<file path="src/rtl/tracker_ctrl.sv">
// Tracker controller: round-robin write arbitration from NREQ requesters into an
// address tracker, plus a windowed read handshake. All outputs are registered.
module tracker_ctrl #(
  parameter int ADDR_W  = 20,
  parameter int NREQ    = 4,
  parameter int DEPTH   = 512,
  parameter int WIN     = 8,
  parameter int RD_STEP = 2
) (
  input  logic                     clk,
  input  logic                     rst,
  input  logic [NREQ-1:0]          req,
  input  logic [NREQ*ADDR_W-1:0]   req_addr,
  output logic [NREQ-1:0]          gnt,
  input  logic                     cons_req,
  input  logic                     cons_ack,
  output logic                     win_valid,
  output logic [ADDR_W-1:0]        trk_din,
  output logic                     trk_write,
  output logic                     trk_read,
  output logic [9:0]               count,
  output logic                     full,
  output logic                     empty
);

  localparam int CW   = 10;
  localparam int RR_W = (NREQ > 1) ? $clog2(NREQ) : 1;

  typedef enum logic [1:0] {IDLE, WR, RD, HOLD} state_t;

  state_t            state_reg, state_next;
  logic [CW-1:0]     count_reg, count_next;
  logic [RR_W-1:0]   rr_reg, rr_next;
  logic [NREQ-1:0]   gnt_reg, gnt_next;
  logic [ADDR_W-1:0] din_reg, din_next;
  logic              wr_reg, wr_next;
  logic              rd_reg, rd_next;
  logic              win_reg, win_next;
  logic              full_reg, empty_reg;

  logic [ADDR_W-1:0] addr_slice [NREQ];
  logic              sel_found;
  logic [RR_W-1:0]   sel_idx;
  logic              rd_elig, wr_elig;

  for (genvar gi = 0; gi < NREQ; gi++) begin : g_slice
    assign addr_slice[gi] = req_addr[gi*ADDR_W +: ADDR_W];
  end

  // Walk offsets from the far end so the requester closest to rr wins.
  always_comb begin
    sel_found = 1'b0;
    sel_idx   = '0;
    for (int i = NREQ - 1; i >= 0; i--) begin
      if (req[(int'(rr_reg) + i) % NREQ]) begin
        sel_found = 1'b1;
        sel_idx   = RR_W'((int'(rr_reg) + i) % NREQ);
      end
    end
  end

  assign rd_elig = cons_req && (count_reg >= CW'(WIN));
  assign wr_elig = sel_found && (count_reg < CW'(DEPTH));

  always_comb begin
    state_next = state_reg;
    count_next = count_reg;
    rr_next    = rr_reg;
    gnt_next   = '0;
    din_next   = din_reg;
    wr_next    = 1'b0;
    rd_next    = 1'b0;
    win_next   = 1'b0;
    case (state_reg)
      IDLE, WR: begin
        if (rd_elig) begin
          state_next = RD;
          rd_next    = 1'b1;
          count_next = count_reg - CW'(RD_STEP);
        end else if (wr_elig) begin
          state_next = WR;
          wr_next    = 1'b1;
          gnt_next   = NREQ'(1) << sel_idx;
          din_next   = addr_slice[sel_idx];
          count_next = count_reg + 1'b1;
          rr_next    = RR_W'((int'(sel_idx) + 1) % NREQ);
        end else begin
          state_next = IDLE;
        end
      end
      RD: begin
        state_next = HOLD;
        win_next   = 1'b1;
      end
      HOLD: begin
        if (cons_ack) state_next = IDLE;
        else          win_next   = 1'b1;
      end
      default: state_next = IDLE;
    endcase
  end

  // Flags are computed from count_next so they change on the same edge as count.
  always_ff @(posedge clk) begin
    if (rst) begin
      state_reg <= IDLE;
      count_reg <= '0;
      rr_reg    <= '0;
      gnt_reg   <= '0;
      din_reg   <= '0;
      wr_reg    <= 1'b0;
      rd_reg    <= 1'b0;
      win_reg   <= 1'b0;
      full_reg  <= 1'b0;
      empty_reg <= 1'b1;
    end else begin
      state_reg <= state_next;
      count_reg <= count_next;
      rr_reg    <= rr_next;
      gnt_reg   <= gnt_next;
      din_reg   <= din_next;
      wr_reg    <= wr_next;
      rd_reg    <= rd_next;
      win_reg   <= win_next;
      full_reg  <= (count_next == CW'(DEPTH));
      empty_reg <= (count_next == '0);
    end
  end

  assign gnt       = gnt_reg;
  assign trk_din   = din_reg;
  assign trk_write = wr_reg;
  assign trk_read  = rd_reg;
  assign win_valid = win_reg;
  assign count     = count_reg;
  assign full      = full_reg;
  assign empty     = empty_reg;

endmodule

</file>
<file path="config.mk">
export PLATFORM = sky130hd
export DESIGN_NAME = tracker_ctrl
export DESIGN_NICKNAME = d
export VERILOG_FILES = /design/src/rtl/tracker_ctrl.sv
export SDC_FILE = /design/constraint.sdc
export NUM_CORES = 1
export LEC_CHECK = 0
export CORE_AREA = 2 2 86 88
export DETAILED_ROUTE_END_ITERATION = 6
export DIE_AREA = 0 0 88 90
export GPL_ROUTABILITY_DRIVEN = 0
export PLACE_DENSITY = 0.77
export REMOVE_ABC_BUFFERS = 1
export SKIP_LAST_GASP = 1
export SLEW_MARGIN = 20
export SYNTH_ARGS = -nofsm -noshare
export SYNTH_HDL_FRONTEND = slang
export SYNTH_SLANG_ARGS = --single-unit
export TNS_END_PERCENT = 1
</file>
<file path="constraint.sdc">
create_clock -name clk -period 2.3 [get_ports clk]
set_clock_uncertainty 0.05 [all_clocks]
set_input_delay 0.23 -clock clk [delete_from_list [all_inputs] [get_ports clk]]
set_output_delay 0.23 -clock clk [all_outputs]
set_load 0.01 [all_outputs]
</file>
==> results of run 1 <==
[cell usage in the layout (no fill, tap or decap), drive strengths merged, types with 16 or more instances in the layout]
master and n:
buf 27, and3 22, a21oi 29, a211o 21, dfxtp 43, a211oi 23, clkdlybuf4s50 126, mux2i 22
nor2 16, nand2 32
[power breakdown]
group	switching (mW)	internal, mW	total (mW)
registers	0.223	1.02	1.24
clock network	0.262	0.273	0.536
logic	1.45	1.57	3.01
total	1.93	2.86	4.79
[layer usage]
| metal | share of wire, % | up-vias |
|---|---|---|
| met1 | 43 | 1406 |
| met4 | 2.0 | 0 |
| met3 | 7.6 | 16 |
| met5 | 0 | - |
| met2 | 47 | 109 |
| li1 | - | 1459 |
[path summary, 6_finish.rpt]
kind                from     endpoint  depth (start not counted)
max             count[8]  trk_din[11]                          6
min reg2reg  trk_din[10]  trk_din[10]                          2
max reg2reg     count[8]  trk_din[11]                          6
min          trk_din[10]  trk_din[10]                          2
[metrics by stage]
step | setup slack (ns) | util, % | hold WS (ns)
2_1_floorplan | -0.203 | - | 0.245
3_3_place_gp | -0.0758 | 60.5 | 0.392
3_5_place_dp | -0.105 | 60.5 | 0.396
4_1_cts | 0.142 | 62.0 | 0.407
5_1_grt | 0.0251 | 62.2 | 0.427
6_report | 0.194 | 62.2 | 0.408
[critical path, delay by kind of cell (launching register included)]
family	cells	cell delay, ns
flip-flops	1	0.40
AND/OR/NAND/NOR	2	0.74
AO/OA/AOI/OAI	3	0.64
buffers and inverters	1	0.20
[what timing repair did]
item / in CTS / in global routing
resized for setup: 0 / 2
hold buffers: 0 / 0
endpoints found under the setup margin: 0 / 2
buffers inserted: 0 / 0
hold endpoints to repair: 0 / 0
[cells by family (layout without fill, tap and decap cells)]
family	count (synthesis)	after routing
compound gates	96	96
flops	43	43
fa+ha+maj	4	4
mux	22	22
buf+inv	38	172
simple gates	109	109
xor+xnor	7	7
[layout make-up]
type | count | area share (%)
multi-input combinational | 238 | 38.9
timing repair buffer | 153 | 35.2
sequential | 43 | 19.7
tap | 99 | 2.84
clock buffer | 7 | 2.21
inverter | 11 | 0.946
clock inverter | 1 | 0.172
==> summary.md, run 1 <==
| Metric | Value |
|---|---|
| Placed insts | 544 |
| Drt drc | 0 |
| # diodes | 0 |
| Syn avg cell area | 8.54 µm² |
| CP required | 2.47 ns |
| #FFs+latches synth | 43 |
| Vias per cell | approximately 5.4 |
| Synth Area in XOR/XNOR | under 10% |
| CP endpoint kind | flip-flop |
| RSZ-0062 raised after global routing | no |
| Maxcap violations | 0 |
| CP Launch Type | flip-flop |
| Setup tns final | 0 ns |
| Met3 Resource Use GR | 4.32% |
| Leakage | 1.76 nW |
| Total power | about 4.8 mW |
| Max FO, Critical Path | 24 |
| Largest family of logic cells by synthesized area | compound AO/OA/AOI/OAI gates |
| Post-synth EDFFs | 0 |
| Final Max Slew Viols | 0 |
| Worst Max-Slew Pin Slew | approximately 0.55 ns |
| Min Clock Period, post-route | 2.11 ns |
| Largest net degree at the start of global routing | between 40 and 50 |
| Layout cells sized above 1 | around 12% |
| TritonCTS Sinks | 43 |
| Die W | about 88 µm |
| Power per cell area | roughly 1100 nW/µm² |
| Status | complete, no violations |
| Largest buffer count on any clock path | 2 |
| Simple-Gate Fraction of Synth Area | 22.6% |
| Number of global-route vias before repair | 2916 |
| Post-synth ARST share | 0% |
| Max_slew headroom | a little over three fifths |
| Gate Count Post-Synth | between 300 and 400 |
| Hold WC Path Type | reg -> reg |
| Post-route ant nets | 0 |
| Max reg flops | 20 |
| Post-detail-place hpwl | 6800 µm |
| Cell Area, Synth | 2730 µm² |
| Setup CP Type | reg -> reg |
| Crit path DAT | around 2.3 ns |
| Final hold vios | 0 |
| I/O pin count | 127 |
| Peak supply drop | 0.000667 V |
| Synth warn | 0 |
| Dominant synthesized flop cell | dfxtp_1 |
| Area added between synthesis and finish | 60.2% |
| Post-synth top area cell | dfxtp_1 |
| Die ar. | between 7000 and 8000 µm² |
| Number of I/O port buffers | 126 |
| Core ar. | 7020 µm² |
| DIE HEIGHT | 90 µm |
| Initial core utilization | just under 40% |
| Gr busiest metal | met2 |
| CP cell instances | or4_4 > o21ai_4 > nand3_2 > buf_12 > a211o_1 > a21oi_1 |
| Cell variety after synth | a little under 60 |
| Met2 Use GR | roughly 37% |
| Skew-Pair Late Insertion Delay | 0.29 ns |
| Layout Nets | 544 |
| Area of the multi-input gates | 1700 µm² |
| CTS tree | done |
| DR pass1 iterations | 4 |
| CTS clk-pin slew, worst paths | 0.08 ns |
| Initial antenna violation count | 0 |
| Achievable Freq | 0.475 GHz |
| Register area | between 800 and 900 µm² |
| Slowest CP cell | or4_4 |
| Final wirelength | just over 9000 µm |
| Period utilization | 91.6% |
| Floorplan row count | 31 |
| Design Area, Final | 4370 µm² |
| Crit path largest cell delay | 0.56 ns |
| Fill count | between 600 and 700 |
| FF-to-FF setup slack | 0.19 ns |
| Wire per inst | about 16 µm |
| Total GRT Usage | 22.3% |
| Iteration-0 DRC Markers | 105 |
| Area after DPL | between 4000 and 5000 µm² |
| Total number of vias | around 3.0k |
| Top cell type's share of synthesized area | 31.6% |
| H-tree levels | 2 |
| First-pass GRT wire length | 14200 µm |
| Total CTS buffers | 5 |
| Total global routing overflow | 0 |
| Post-synthesis compound-gate area fraction | 26.5% |
| Count leader, synth | dfxtp_1 |
| Commonest cells in the netlist | 43 x dfxtp_1, 32 x nand2_1, 28 x a21oi_1, 22 x and3_1, 22 x mux2i_1 |
| Sequential cell area fraction in the yosys report | 31.6% |
| Final setup viols | 0 |
| Root Driver | clkbuf_8 |
| Post-synthesis adder-cell area fraction | between 1.5 and 2% |
| Post-Layout Cell Count | 552 |
| Proportion of synthesized area in mux cells | 8.08% |
| Dominant cells by area after synthesis | dfxtp_1 32%, mux2i_1 8.1%, a211o_1 6.7% |
| Met1 global-route usage | 28.6% |
Note: power is estimated with default switching activity, not from simulation.
==> inputs of run 2 (changes only) <==
--- a/config.mk
+++ b/config.mk
@@ -9,6 +9,7 @@
 export DETAILED_ROUTE_END_ITERATION = 6
 export DIE_AREA = 0 0 88 90
 export GPL_ROUTABILITY_DRIVEN = 0
+export HOLD_SLACK_MARGIN = 0.03
 export PLACE_DENSITY = 0.77
 export REMOVE_ABC_BUFFERS = 1
 export SKIP_LAST_GASP = 1
==> results of run 2 <==
No change in the layout: final DEF, timing and power equal those of run 1.
==> inputs of run 3 (changes only) <==
--- a/config.mk
+++ b/config.mk
@@ -6,11 +6,13 @@
 export NUM_CORES = 1
 export LEC_CHECK = 0
 export CORE_AREA = 2 2 86 88
+export CTS_BUF_LIST = sky130_fd_sc_hd__clkbuf_4 sky130_fd_sc_hd__clkbuf_8
+export CTS_CLUSTER_SIZE = 16
 export DETAILED_ROUTE_END_ITERATION = 6
 export DIE_AREA = 0 0 88 90
 export GPL_ROUTABILITY_DRIVEN = 0
 export HOLD_SLACK_MARGIN = 0.03
-export PLACE_DENSITY = 0.77
+export PLACE_DENSITY = 0.87
 export REMOVE_ABC_BUFFERS = 1
 export SKIP_LAST_GASP = 1
 export SLEW_MARGIN = 20
==> run 3 against run 2 <==
Net effect:
- hold slack worse by 0.0037 ns
- non-clock buffer count up 1
- flip-flop and latch count unchanged
- routed wire length is 0.68% lower
- first-iteration DRC count increased by 34%
- combinational power barely moved
- critical endpoint is now empty
==> summary.md, run 3 (synthesis gave the netlist of run 1 again) <==
| Metric | Value |
|---|---|
| Status | complete, no violations |
| P_int | 2.91 mW (+1.8%) |
| Layout cells sized above 1 | 13.0% (+0.63 points) |
| CP required | 2.47 ns (about the same) |
| TritonCTS Sinks | 43 (unchanged) |
| Hold WC Path Type | reg -> reg |
| Family with the most delay on the worst path | simple AND/OR/NAND/NOR gates |
| CP cell instances | or4_4 > o21ai_4 > o221ai_1 > xnor2_2 > nand3_1 > o31ai_2 |
| CTS tree | done |
| Flop pwr share | 25.8% (about the same) |
| Setup CP Type | reg -> reg |
| Iteration-0 DRC Markers | 141 (+34%) |
| Switching share of total power | 40.1% (-0.17 points) |
| Setup tns final | 0 ns (unchanged) |
| # diodes | 0 (unchanged) |
| Core ar. | 7020 µm² (unchanged) |
| Most frequent cells in the layout | 126 x clkdlybuf4s50_1, 41 x dfxtp_1, 32 x nand2_1 |
| Min Clock Period, post-route | 2.18 ns (+0.0762 ns) |
| Number of I/O port buffers | 126 (unchanged) |
| Sw Pwr | 1.95 mW (+1.1%) |
| I/O pin count | 127 (unchanged) |
| Drt drc | 0 (unchanged) |
| FF-to-FF setup slack | 0.12 ns (-0.08 ns) |
| Comb pwr share | 62.0% (-1.0 points) |
| Period utilization | 94.9% (+3.3 points) |
| Metal3 WL | 737 µm (+6.5%) |
| Number of global-route vias before repair | 3016 (+3.4%) |
| Initial core utilization | 38.8% (unchanged) |
| Final setup viols | 0 (unchanged) |
| Post-detail-place hpwl | 6710 µm (-1.3%) |
| Buf/Inv on CP | 0 (-1) |
| Area added between synthesis and finish | 60.4% |
| Largest buffer count on any clock path | 2 (unchanged) |
| Final Max Slew Viols | 0 (unchanged) |
| Final wirelength | 9010 µm (-0.68%) |
| Top Metal Used | met4 |
| First-pass GRT wire length | 14100 µm (-1.2%) |
| Fill count | 597 (-1.8%) |
| CP endpoint kind | flip-flop |
| Maxcap violations | 0 (unchanged) |
| Max_slew headroom | 66.7% (+3.4 points) |
| Max FO, Critical Path | 7 (-71%) |
| Vias per cell | 5.49 (+1.4%) |
| Peak supply drop | 0.000992 V (+49%) |
| CP Launch Type | flip-flop |
| Worst r2r src | count[9] |
| Power per cell area | 1110 nW/µm² (+1.4%) |
| Area of the multi-input gates | 1700 µm² (about the same) |
| Total number of vias | 3036 (+1.5%) |
| Total power | 4.86 mW (+1.6%) |
| Wire per inst | 16.3 µm (-0.86%) |
| Final hold vios | 0 (unchanged) |
| Total global routing overflow | 0 (unchanged) |
| Die ar. | 7920 µm² (unchanged) |
| Root Driver | clkbuf_8 |
| Most common cell after layout, fill and taps aside | clkdlybuf4s50_1 |
| Die W | 88 µm (unchanged) |
| Post-CTS setup buffers | 0 (unchanged) |
| Routed wl met2 | 4630 µm (+7.7%) |
| Worst Setup SP | count[9] |
| Total GRT Usage | 22.0% (-0.30 points) |
| RSZ-0062 raised after global routing | no |
| Largest net degree at the start of global routing | 46 (unchanged) |
| WL met1 | 3520 µm (-9.7%) |
| Crit path DAT | 2.35 ns (+0.07 ns) |
| Max reg flops | 20 (unchanged) |
| Skew-Pair Late Insertion Delay | 0.30 ns (about the same) |
| DR pass1 iterations | 4 (unchanged) |
| Floorplan row count | 31 (unchanged) |
| Register area | 863 µm² (+0.29%) |
| Crit path largest cell delay | 0.60 ns (+0.04 ns) |
| Total CTS buffers | 5 (unchanged) |
| CTS clk-pin slew, worst paths | 0.09 ns (about the same) |
| Post-route ant nets | 0 (unchanged) |
| DIE HEIGHT | 90 µm (unchanged) |
| Hold_sp | trk_din[7] |
| Worst Max-Slew Pin Slew | 0.495 ns (-0.0543 ns) |
| Slowest CP cell | or4_4 |
| Achievable Freq | 0.458 GHz (-3.5%) |
| Layout Nets | 545 (+0.18%) |
| H-tree levels | 2 (unchanged) |
| Initial antenna violation count | 0 (unchanged) |
| Clock power frac | 12.2% (+1.0 points) |
| Leakage | 1.76 nW (+0.25%) |
## run 3: worst min-delay path: cells and delay by family (launching register included)
family	cells	cell delay, ns
flip-flops	1	0.31
AND/OR/NAND/NOR	1	0.05
AO/OA/AOI/OAI	1	0.05
## run 3: what timing repair did
item | CTS | global route
hold buffers | 0 | 0
resized for setup | 0 | 4
endpoints found under the setup margin | 0 | 2
## run 3: power groups by stage
stage / clock (mW) / sequential [mW] / combinational, mW
2_1_floorplan: 0 / 1.33 / 1.58
3_3_place_gp: 0 / 1.25 / 2.90
3_5_place_dp: 0 / 1.25 / 3.01
4_1_cts: 0.608 / 1.24 / 3.02
5_1_grt: 0.645 / 1.28 / 3.28
6_report: 0.593 / 1.25 / 3.02
## run 3: layout make-up
class,instances,share of cell area [%]
clock buffer,5,1.57
clock inverter,3,1.00
inverter,11,0.944
multi-input combinational,238,38.8
sequential,43,19.7
tap,99,2.83
timing repair buffer,154,35.1
## run 3: per-layer routing
metal	global-route usage (%)	vias up
li1	-	1456
met1	25.1	1422
met2	39.6	144
met3	5.05	14
met4	6.67	0
met5	0	-
## run 3: final timing paths
kind | cells after the start | endpoint
setup / recovery | 6 | empty
hold / removal | 2 | trk_din[7]
setup reg to reg | 6 | empty
hold reg to reg | 2 | trk_din[7]
## run 3: stage by stage
step / cell area, µm² / hold slack [ns] / setup slack [ns] / utilization (%) / instances
2_1_floorplan: 2580 / 0.245 / -0.203 / - / 292
3_3_place_gp: 4250 / 0.390 / 0.00652 / 60.5 / 545
3_5_place_dp: 4250 / 0.396 / -0.0817 / 60.5 / 545
4_1_cts: 4360 / 0.408 / 0.0369 / 62.1 / 553
5_1_grt: 4370 / 0.429 / 0.0340 / 62.3 / 553
6_report: 4370 / 0.405 / 0.118 / 62.3 / 553
